==> config.mk <==
export PLATFORM = sky130hd
export DESIGN_NAME = nrzi_line_encoder_flat
export DESIGN_NICKNAME = d
export VERILOG_FILES = /design/src/rtl/nrzi_line_encoder_if.sv /design/src/rtl/nrzi_line_encoder.sv /design/src/flat_wrapper.sv
export SDC_FILE = /design/constraint.sdc
export NUM_CORES = 1
export LEC_CHECK = 0
export ABC_CLOCK_PERIOD_IN_PS = 2300
export BUFFER_PORTS_ARGS = -buffer_cell sky130_fd_sc_hd__buf_2
export CAP_MARGIN = 20
export CORE_ASPECT_RATIO = 0.7
export CORE_MARGIN = 8
export CORE_UTILIZATION = 40
export CTS_CLUSTER_DIAMETER = 80
export CTS_CLUSTER_SIZE = 20
export DETAILED_ROUTE_END_ITERATION = 7
export GPL_TIMING_DRIVEN = 0
export PLACE_DENSITY_LB_ADDON = 0.1
export SYNTH_ARGS = -nofsm -noshare
export SYNTH_HDL_FRONTEND = slang
export SYNTH_SLANG_ARGS = --single-unit
==> constraint.sdc <==
create_clock -name clk -period 2.3 [get_ports clk]
set_input_delay 0.115 -clock clk [delete_from_list [all_inputs] [get_ports clk]]
set_output_delay 0.115 -clock clk [all_outputs]
set_load 0.02 [all_outputs]
==> src/rtl/nrzi_line_encoder_if.sv <==
// nrzi_line_encoder_if: stuffed bitstream in, NRZI line pair and status out
interface nrzi_line_encoder_if;
   logic       bstr_in;
   logic [1:0] bstr_in_ready;
   logic       dp;
   logic       dm;
   logic       oe;
   logic       busy;
   logic       done;
   logic       stuff_err;
   logic       ovr_err;
   modport master (
      output bstr_in, bstr_in_ready,
      input  dp, dm, oe, busy, done, stuff_err, ovr_err
   );
   modport slave (
      input  bstr_in, bstr_in_ready,
      output dp, dm, oe, busy, done, stuff_err, ovr_err
   );
endinterface

==> src/rtl/nrzi_line_encoder.sv <==
// nrzi_line_encoder: NRZI-encodes a stuffed USB bitstream onto D+/D- with EOP framing and stuff/overrun checks
module nrzi_line_encoder #(
   parameter int SE0_CYCLES = 2,
   parameter int J_CYCLES   = 1,
   parameter int MAX_ONES   = 6
) (
   input logic                clk,
   input logic                rst,
   nrzi_line_encoder_if.slave bus
);
   typedef enum logic [1:0] {IDLE, XMIT, EOP_SE0, EOP_J} state_t;
   state_t     r_state;
   logic       r_level, r_dp, r_dm, r_oe, r_busy, r_done, r_stuff, r_ovr;
   logic [3:0] r_ones, r_cnt;
   logic       w_data, w_lvl_nxt, w_viol;
   logic [3:0] w_ones_nxt;
   assign w_data     = bus.bstr_in_ready == 2'b01;
   assign w_lvl_nxt  = bus.bstr_in ? r_level : ~r_level;
   // run length saturates one past the limit so a long run keeps flagging without wrapping
   assign w_ones_nxt = !bus.bstr_in ? 4'd0 : r_ones == 4'(MAX_ONES + 1) ? r_ones : r_ones + 4'd1;
   assign w_viol     = bus.bstr_in && w_ones_nxt > 4'(MAX_ONES);
   always_ff @(posedge clk) begin
      if (rst) begin
         r_state <= IDLE;
         r_level <= 1'b1;
         r_ones  <= 4'd0;
         r_cnt   <= 4'd0;
         r_dp    <= 1'b1;
         r_dm    <= 1'b0;
         r_oe    <= 1'b0;
         r_busy  <= 1'b0;
         r_done  <= 1'b0;
         r_stuff <= 1'b0;
         r_ovr   <= 1'b0;
      end else begin
         r_done <= 1'b0;
         r_ovr  <= 1'b0;
         case (r_state)
            IDLE: if (w_data) begin
               r_state <= XMIT;
               r_level <= w_lvl_nxt;
               r_dp    <= w_lvl_nxt;
               r_dm    <= ~w_lvl_nxt;
               r_oe    <= 1'b1;
               r_busy  <= 1'b1;
               r_ones  <= w_ones_nxt;
               r_stuff <= w_viol;
            end
            XMIT: if (w_data) begin
               r_level <= w_lvl_nxt;
               r_dp    <= w_lvl_nxt;
               r_dm    <= ~w_lvl_nxt;
               r_ones  <= w_ones_nxt;
               r_stuff <= r_stuff | w_viol;
            end else begin
               r_state <= EOP_SE0;
               r_dp    <= 1'b0;
               r_dm    <= 1'b0;
               r_cnt   <= 4'(SE0_CYCLES - 1);
            end
            EOP_SE0: begin
               r_ovr <= w_data;
               if (r_cnt == 4'd0) begin
                  r_state <= EOP_J;
                  r_dp    <= 1'b1;
                  r_dm    <= 1'b0;
                  r_cnt   <= 4'(J_CYCLES - 1);
               end else r_cnt <= r_cnt - 4'd1;
            end
            EOP_J: begin
               r_ovr <= w_data;
               if (r_cnt == 4'd0) begin
                  r_state <= IDLE;
                  r_oe    <= 1'b0;
                  r_busy  <= 1'b0;
                  r_done  <= 1'b1;
                  r_level <= 1'b1;
                  r_ones  <= 4'd0;
               end else r_cnt <= r_cnt - 4'd1;
            end
            default: r_state <= IDLE;
         endcase
      end
   end
   assign bus.dp        = r_dp;
   assign bus.dm        = r_dm;
   assign bus.oe        = r_oe;
   assign bus.busy      = r_busy;
   assign bus.done      = r_done;
   assign bus.stuff_err = r_stuff;
   assign bus.ovr_err   = r_ovr;
endmodule

==> src/flat_wrapper.sv <==
// flat-port wrapper written by rule: the top's interface ports become plain ports
module nrzi_line_encoder_flat 
#(
   parameter int SE0_CYCLES = 2,
   parameter int J_CYCLES   = 1,
   parameter int MAX_ONES   = 6
)
  (clk, rst, bus_bstr_in, bus_bstr_in_ready, bus_dp, bus_dm, bus_oe, bus_busy, bus_done, bus_stuff_err, bus_ovr_err);
  nrzi_line_encoder_if bus_i ();
  input logic clk;
  input logic rst;
  input wire logic [$bits(bus_i.bstr_in)-1:0] bus_bstr_in;
  input wire logic [$bits(bus_i.bstr_in_ready)-1:0] bus_bstr_in_ready;
  output wire logic [$bits(bus_i.dp)-1:0] bus_dp;
  output wire logic [$bits(bus_i.dm)-1:0] bus_dm;
  output wire logic [$bits(bus_i.oe)-1:0] bus_oe;
  output wire logic [$bits(bus_i.busy)-1:0] bus_busy;
  output wire logic [$bits(bus_i.done)-1:0] bus_done;
  output wire logic [$bits(bus_i.stuff_err)-1:0] bus_stuff_err;
  output wire logic [$bits(bus_i.ovr_err)-1:0] bus_ovr_err;
  assign bus_i.bstr_in = bus_bstr_in;
  assign bus_i.bstr_in_ready = bus_bstr_in_ready;
  assign bus_dp = bus_i.dp;
  assign bus_dm = bus_i.dm;
  assign bus_oe = bus_i.oe;
  assign bus_busy = bus_i.busy;
  assign bus_done = bus_i.done;
  assign bus_stuff_err = bus_i.stuff_err;
  assign bus_ovr_err = bus_i.ovr_err;
  nrzi_line_encoder #(.SE0_CYCLES(SE0_CYCLES), .J_CYCLES(J_CYCLES), .MAX_ONES(MAX_ONES)) u_core (.clk(clk), .rst(rst), .bus(bus_i));
endmodule
After elaboration in Yosys (flattened, before gate mapping)
Index checks and enable logic that the tools add are counted.
Widths: inputs -> output; s select.
Storage, ports and cells
  register bits: 17
  output and inout port bits: 7
  input bits: 5
Cells by class
  eq/ne operators: 12
  muxes and demuxes: 30
  bitwise logic cells: 5
  magnitude comparators: 1
  $add $sub $neg: 2
  reductions and logical operators: 18
Operators by type and width (count)
  $mux 4: 7
  $reduce_and 3->1: 5
  $pmux 4 s3: 1
  $mux 1: 11
  $ne 2x1->1 const B: 5
  $mux 2: 4
  $pmux 2 s4: 1
  $pmux 4 s2: 1
  $reduce_or 2->1: 4
  $pmux 1 s2: 3
  $pmux 1 s3: 2
  $reduce_bool 2->1: 3
  $reduce_bool 3->1: 2
  $add 4x1->4 const B: 1
  $eq 2x1->1 const B: 2
  $eq 2x2->1 const B: 2
  $eq 4x3->1 const B: 1
  $gt 4x3->1 const B: 1
  $logic_not 4->1: 1
  $ne 2x2->1 const B: 2
  $not 1->1: 4
  $reduce_and 4->1: 1
  $sub 4x1->4 const B: 1
  $logic_not 2->1: 1
  2 further kinds: 2

Longest topological paths before layout
  word-level depth: 8
  depth in mapped cells: 7
  gate-level depth less buffers: 6

Worst setup path after synthesis
No wires, ideal clock.
  path type: flip-flop to flip-flop
  from: register u_core.r_state[1]
  to: register u_core.r_cnt[3]
  arrival: 1.667 ns
  stages on the path, launching flop included: 8
  path buffers: 1
  required time: 2.230 ns
  period minus slack after synthesis: 1.737 ns
  slack: 0.563 ns
  cell sequence: dfxtp_1 inv_1 ha_1 clkbuf_2 nor2_1 a211o_1 or3_1 a21boi_1
On the way
  longest elaborated chain between the ends: 3
  elaborated cells on any way between the ends: 8
Ends and longest elaborated chain
  start, declared: line nrzi_line_encoder.sv:12  | state_t r_state;
  start signal, assigned: line nrzi_line_encoder.sv:24  | r_state <= IDLE;
  start signal, assigned: line nrzi_line_encoder.sv:40  | r_state <= XMIT;
  start signal, assigned: line nrzi_line_encoder.sv:56  | r_state <= EOP_SE0;
  $eq 2x2->1 / $eq 2x1->1 (equally long branches): line nrzi_line_encoder.sv:38  | case (r_state)
  $ne 2x2->1 (no line) / $reduce_bool 3->1 (equally long branches)
  $reduce_and 3->1 (no line)
  end signal, assigned: line nrzi_line_encoder.sv:59  | r_cnt <= 4'(SE0_CYCLES - 1);
  end signal, assigned: line nrzi_line_encoder.sv:67  | r_cnt <= 4'(J_CYCLES - 1);
  end signal, assigned: line nrzi_line_encoder.sv:68  | end else r_cnt <= r_cnt - 4'd1;
  end, declared: line nrzi_line_encoder.sv:14  | logic [3:0] r_ones, r_cnt;
Parallel ways exist; a longest one is shown, timed or not.
A chain may end at the register's enable or synchronous reset.

Worst setup path after layout
  from: register u_core.r_state[0]
  to: register u_core.r_cnt[3]
Same word-level chain as after synthesis.

==> impl_metrics.ini <==
[outcome]
status = complete, no violations

[timing]
rsz0062_at_grt = no
maxSlewViolCount = 0
fmax_mhz = 518
finalHoldViolCount = 0
finalSetupTns_ns = 0
hold_ws_ns = 0.167
worst_pin_slew_ns = 0.537
min_period_ns = 1.93
skew_ns = 0.00627
setup_viol = 0
relSlewSlack_pct = 64.1
fin_crit_sh_pct = 84.0

[grt]
track_usage_pct = 11.3
antenna_found_initial = 0
grt_overflow = 0
grt_max_degree = 11
grt_pass1_vias = 876
grt_first_pass_wirelength_um = 4150

[setup_path]
cpPeakStageDelay_ns = 0.42
critPathArrivalTime_ns = 2.12
worstSetupStartpointType = flop
cp_top_family = simple AND/OR/NAND/NOR gates
worstPathCellList = inv_1, ha_1, clkbuf_2, nor2_1, a211o_1, or3_1, a21boi_1
crit_required_ns = 2.49
cp_max_fo = 10
crit_slowest_cell = dfxtp_1
worstSetupEndpointType = flop
worst-path-buf-inv = 2
path_class = flop to flop

[cells_and_area]
n_fill_cell = 275
num_antenna_cells = 0
nets = 161
drive_gt1_share_pct = 19.7
area_growth_syn_to_layout_pct = 12.8

[detailed_routing]
wl_per_cell_um = 13.9
drt_iter0_drc = 76
vias = 987
viasPerCell = 5.39
ant_nets = 0
drc_errors = 0
routed_wl_um = 2550
drt_first_pass_iters = 4

[placement]
port_buffers = 10
dpl.hpwl_um = 1930
gp_congestion = 0.778

[min_path]
hp-class = input port to flop

[power_and_ir_drop]
ir_drop_v = 0.000499
p_per_area_mw_per_mm2 = 1160
cellLeakagePower_uw = 0.000501

[clock_tree]
holdBufCountCts = 0
htree_num_levels = 1
cts_setup_buffers = 0
clock_sinks = 17
clock-root-buffer = clkbuf_8
tritoncts = done
numCtsBuffers = 3
clk_latency_ns = 0.26
ctsResizeCount = 0
clkSlewWorstSetupHoldPaths_ns = 0.07
cts_buffer_depth = 2

[logic_synthesis]
syn_area_mm2 = 0.00111
avgSynthCellArea_um2 = 8.34
synth_seq_cells = 17
synth_fp_nets = 146
synth_warnings = 0
synth_edf_count = 0
synthArstFlopShare_pct = 0
syn_inst = 133
ys_seq_area_share_pct = 30.7
synthFlopType = dfxtp_1
synth_cell_type_count = 45

[floorplan]
die_area_mm2 = 0.00474
core_mm2 = 0.00272
io_pins = 12
die_h_um = 60.0
start_util_pct = 40.7
die_w_um = 78.9
rows = 16

[flow_run]
drv_cap = 0
worst reg2reg max path, stage by stage (launching register included):
cell,delay [ns]
dfxtp_1,0.42
inv_1,0.11
ha_1,0.28
clkbuf_2,0.20
nor2_1,0.07
a211o_1,0.28
or3_1,0.36
a21boi_1,0.14
metrics by stage:
stage,setup WS [ns],instance area (µm²),utilization [%],power [µW],cells
2_1_floorplan,0.563,1110,-,1060,133
3_3_place_gp,0.414,1200,44.2,1210,179
3_5_place_dp,0.369,1200,44.2,1230,179
4_1_cts,0.341,1250,45.9,1460,183
5_1_grt,0.196,1250,45.9,1570,183
6_report,0.369,1250,45.9,1450,183
routing by layer:
| metal | GRT usage [%] | vias to the layer above | routed length (µm) |
|---|---|---|---|
| li1 | - | 514 | - |
| met2 | 15.9 | 17 | 1010 |
| met5 | 0 | - | 0 |
| met3 | 4.50 | 4 | 167 |
| met1 | 15.2 | 452 | 1350 |
| met4 | 3.15 | 0 | 23 |
layout by cell type, fill, tap and decap left out, types with 2 or more instances in the layout:
cell type and n:
nand3b_1 4, inv_1 7, buf_4 3, nand2b_1 2, nor2_1 15, nand2_1 9, nor3b_1 2, nor3_1 4
dfxtp_1 17, a21oi_1 9, o21ai_0 6, or2_2 2, mux2i_1 2, a31oi_1 5, a211oi_1 3, a21boi_0 2
buf_2 12, clkbuf_8 3, and3b_1 2, ha_1 8, nand3_1 4
sequential cells by signal, summed over array words and instances, names as in the netlist:
signal                flops
u_core.bus.dm             1
u_core.bus.done           1
u_core.bus.dp             1
u_core.bus.oe             1
u_core.bus.ovr_err        1
u_core.bus.stuff_err      1
u_core.r_cnt              4
u_core.r_level            1
u_core.r_ones             4
u_core.r_state            2
path summary, 6_finish.rpt:
kind / from / end / slack [ns] / cells after the start
setup / recovery: u_core.r_state[0] / u_core.r_cnt[3] / 0.37 / 7
hold / removal: rst / u_core.bus.stuff_err / 0.17 / 2
setup reg to reg: u_core.r_state[0] / u_core.r_cnt[3] / 0.37 / 7
hold reg to reg: u_core.bus.stuff_err / u_core.bus.stuff_err / 0.50 / 2
Yosys cell counts (2+ instances only):
| master | n | area [µm²] |
|---|---|---|
| nor2_1 | 15 | 56.3 |
| nand2_1 | 9 | 33.8 |
| a21boi_0 | 2 | 15.0 |
| nor3b_1 | 2 | 15.0 |
| buf_2 | 2 | 10.0 |
| nand2b_1 | 2 | 12.5 |
| dfxtp_1 | 17 | 340 |
| a21oi_1 | 9 | 45.0 |
| ha_1 | 8 | 100 |
| o21ai_0 | 6 | 30.0 |
| nor3_1 | 4 | 20.0 |
| inv_1 | 7 | 26.3 |
| or2_2 | 2 | 12.5 |
| buf_4 | 3 | 22.5 |
| nand3_1 | 4 | 20.0 |
| a31oi_1 | 5 | 31.3 |
| nand3b_1 | 4 | 30.0 |
| mux2i_1 | 2 | 20.0 |
| a211oi_1 | 3 | 22.5 |
| and3b_1 | 2 | 17.5 |
cell families after synthesis:
logic type	after synthesis	share of synthesized area (%)
xor gates and xnor gates	1	0.790
adders and majority gates	8	9.03
AOI/OAI and AO/OA	40	26.8
and+or+nand+nor	51	24.2
DFF	17	30.7
buffers and inverters	14	6.77
muxes	2	1.81
report_power, final:
part	leakage (µW)	internal [µW]	switching, µW
sequential	0.000139	359	60.6
combinational	0.000337	345	458
clock	0.0000255	120	106
total	0.000501	825	624
area by class of cell:
cell class	instances	area [µm²]	share of cell area [%]
multi-input cells	102	693	55.5
flip-flops and latches	17	340	27.2
repair buffers	10	50.0	4.00
plain buffers	7	48.8	3.90
well taps	36	45.0	3.60
clock buffers	3	41.3	3.30
inverters	7	26.3	2.10
clock inverters	1	5.00	0.400
No activity file was read; power rests on OpenSTA's default activity.
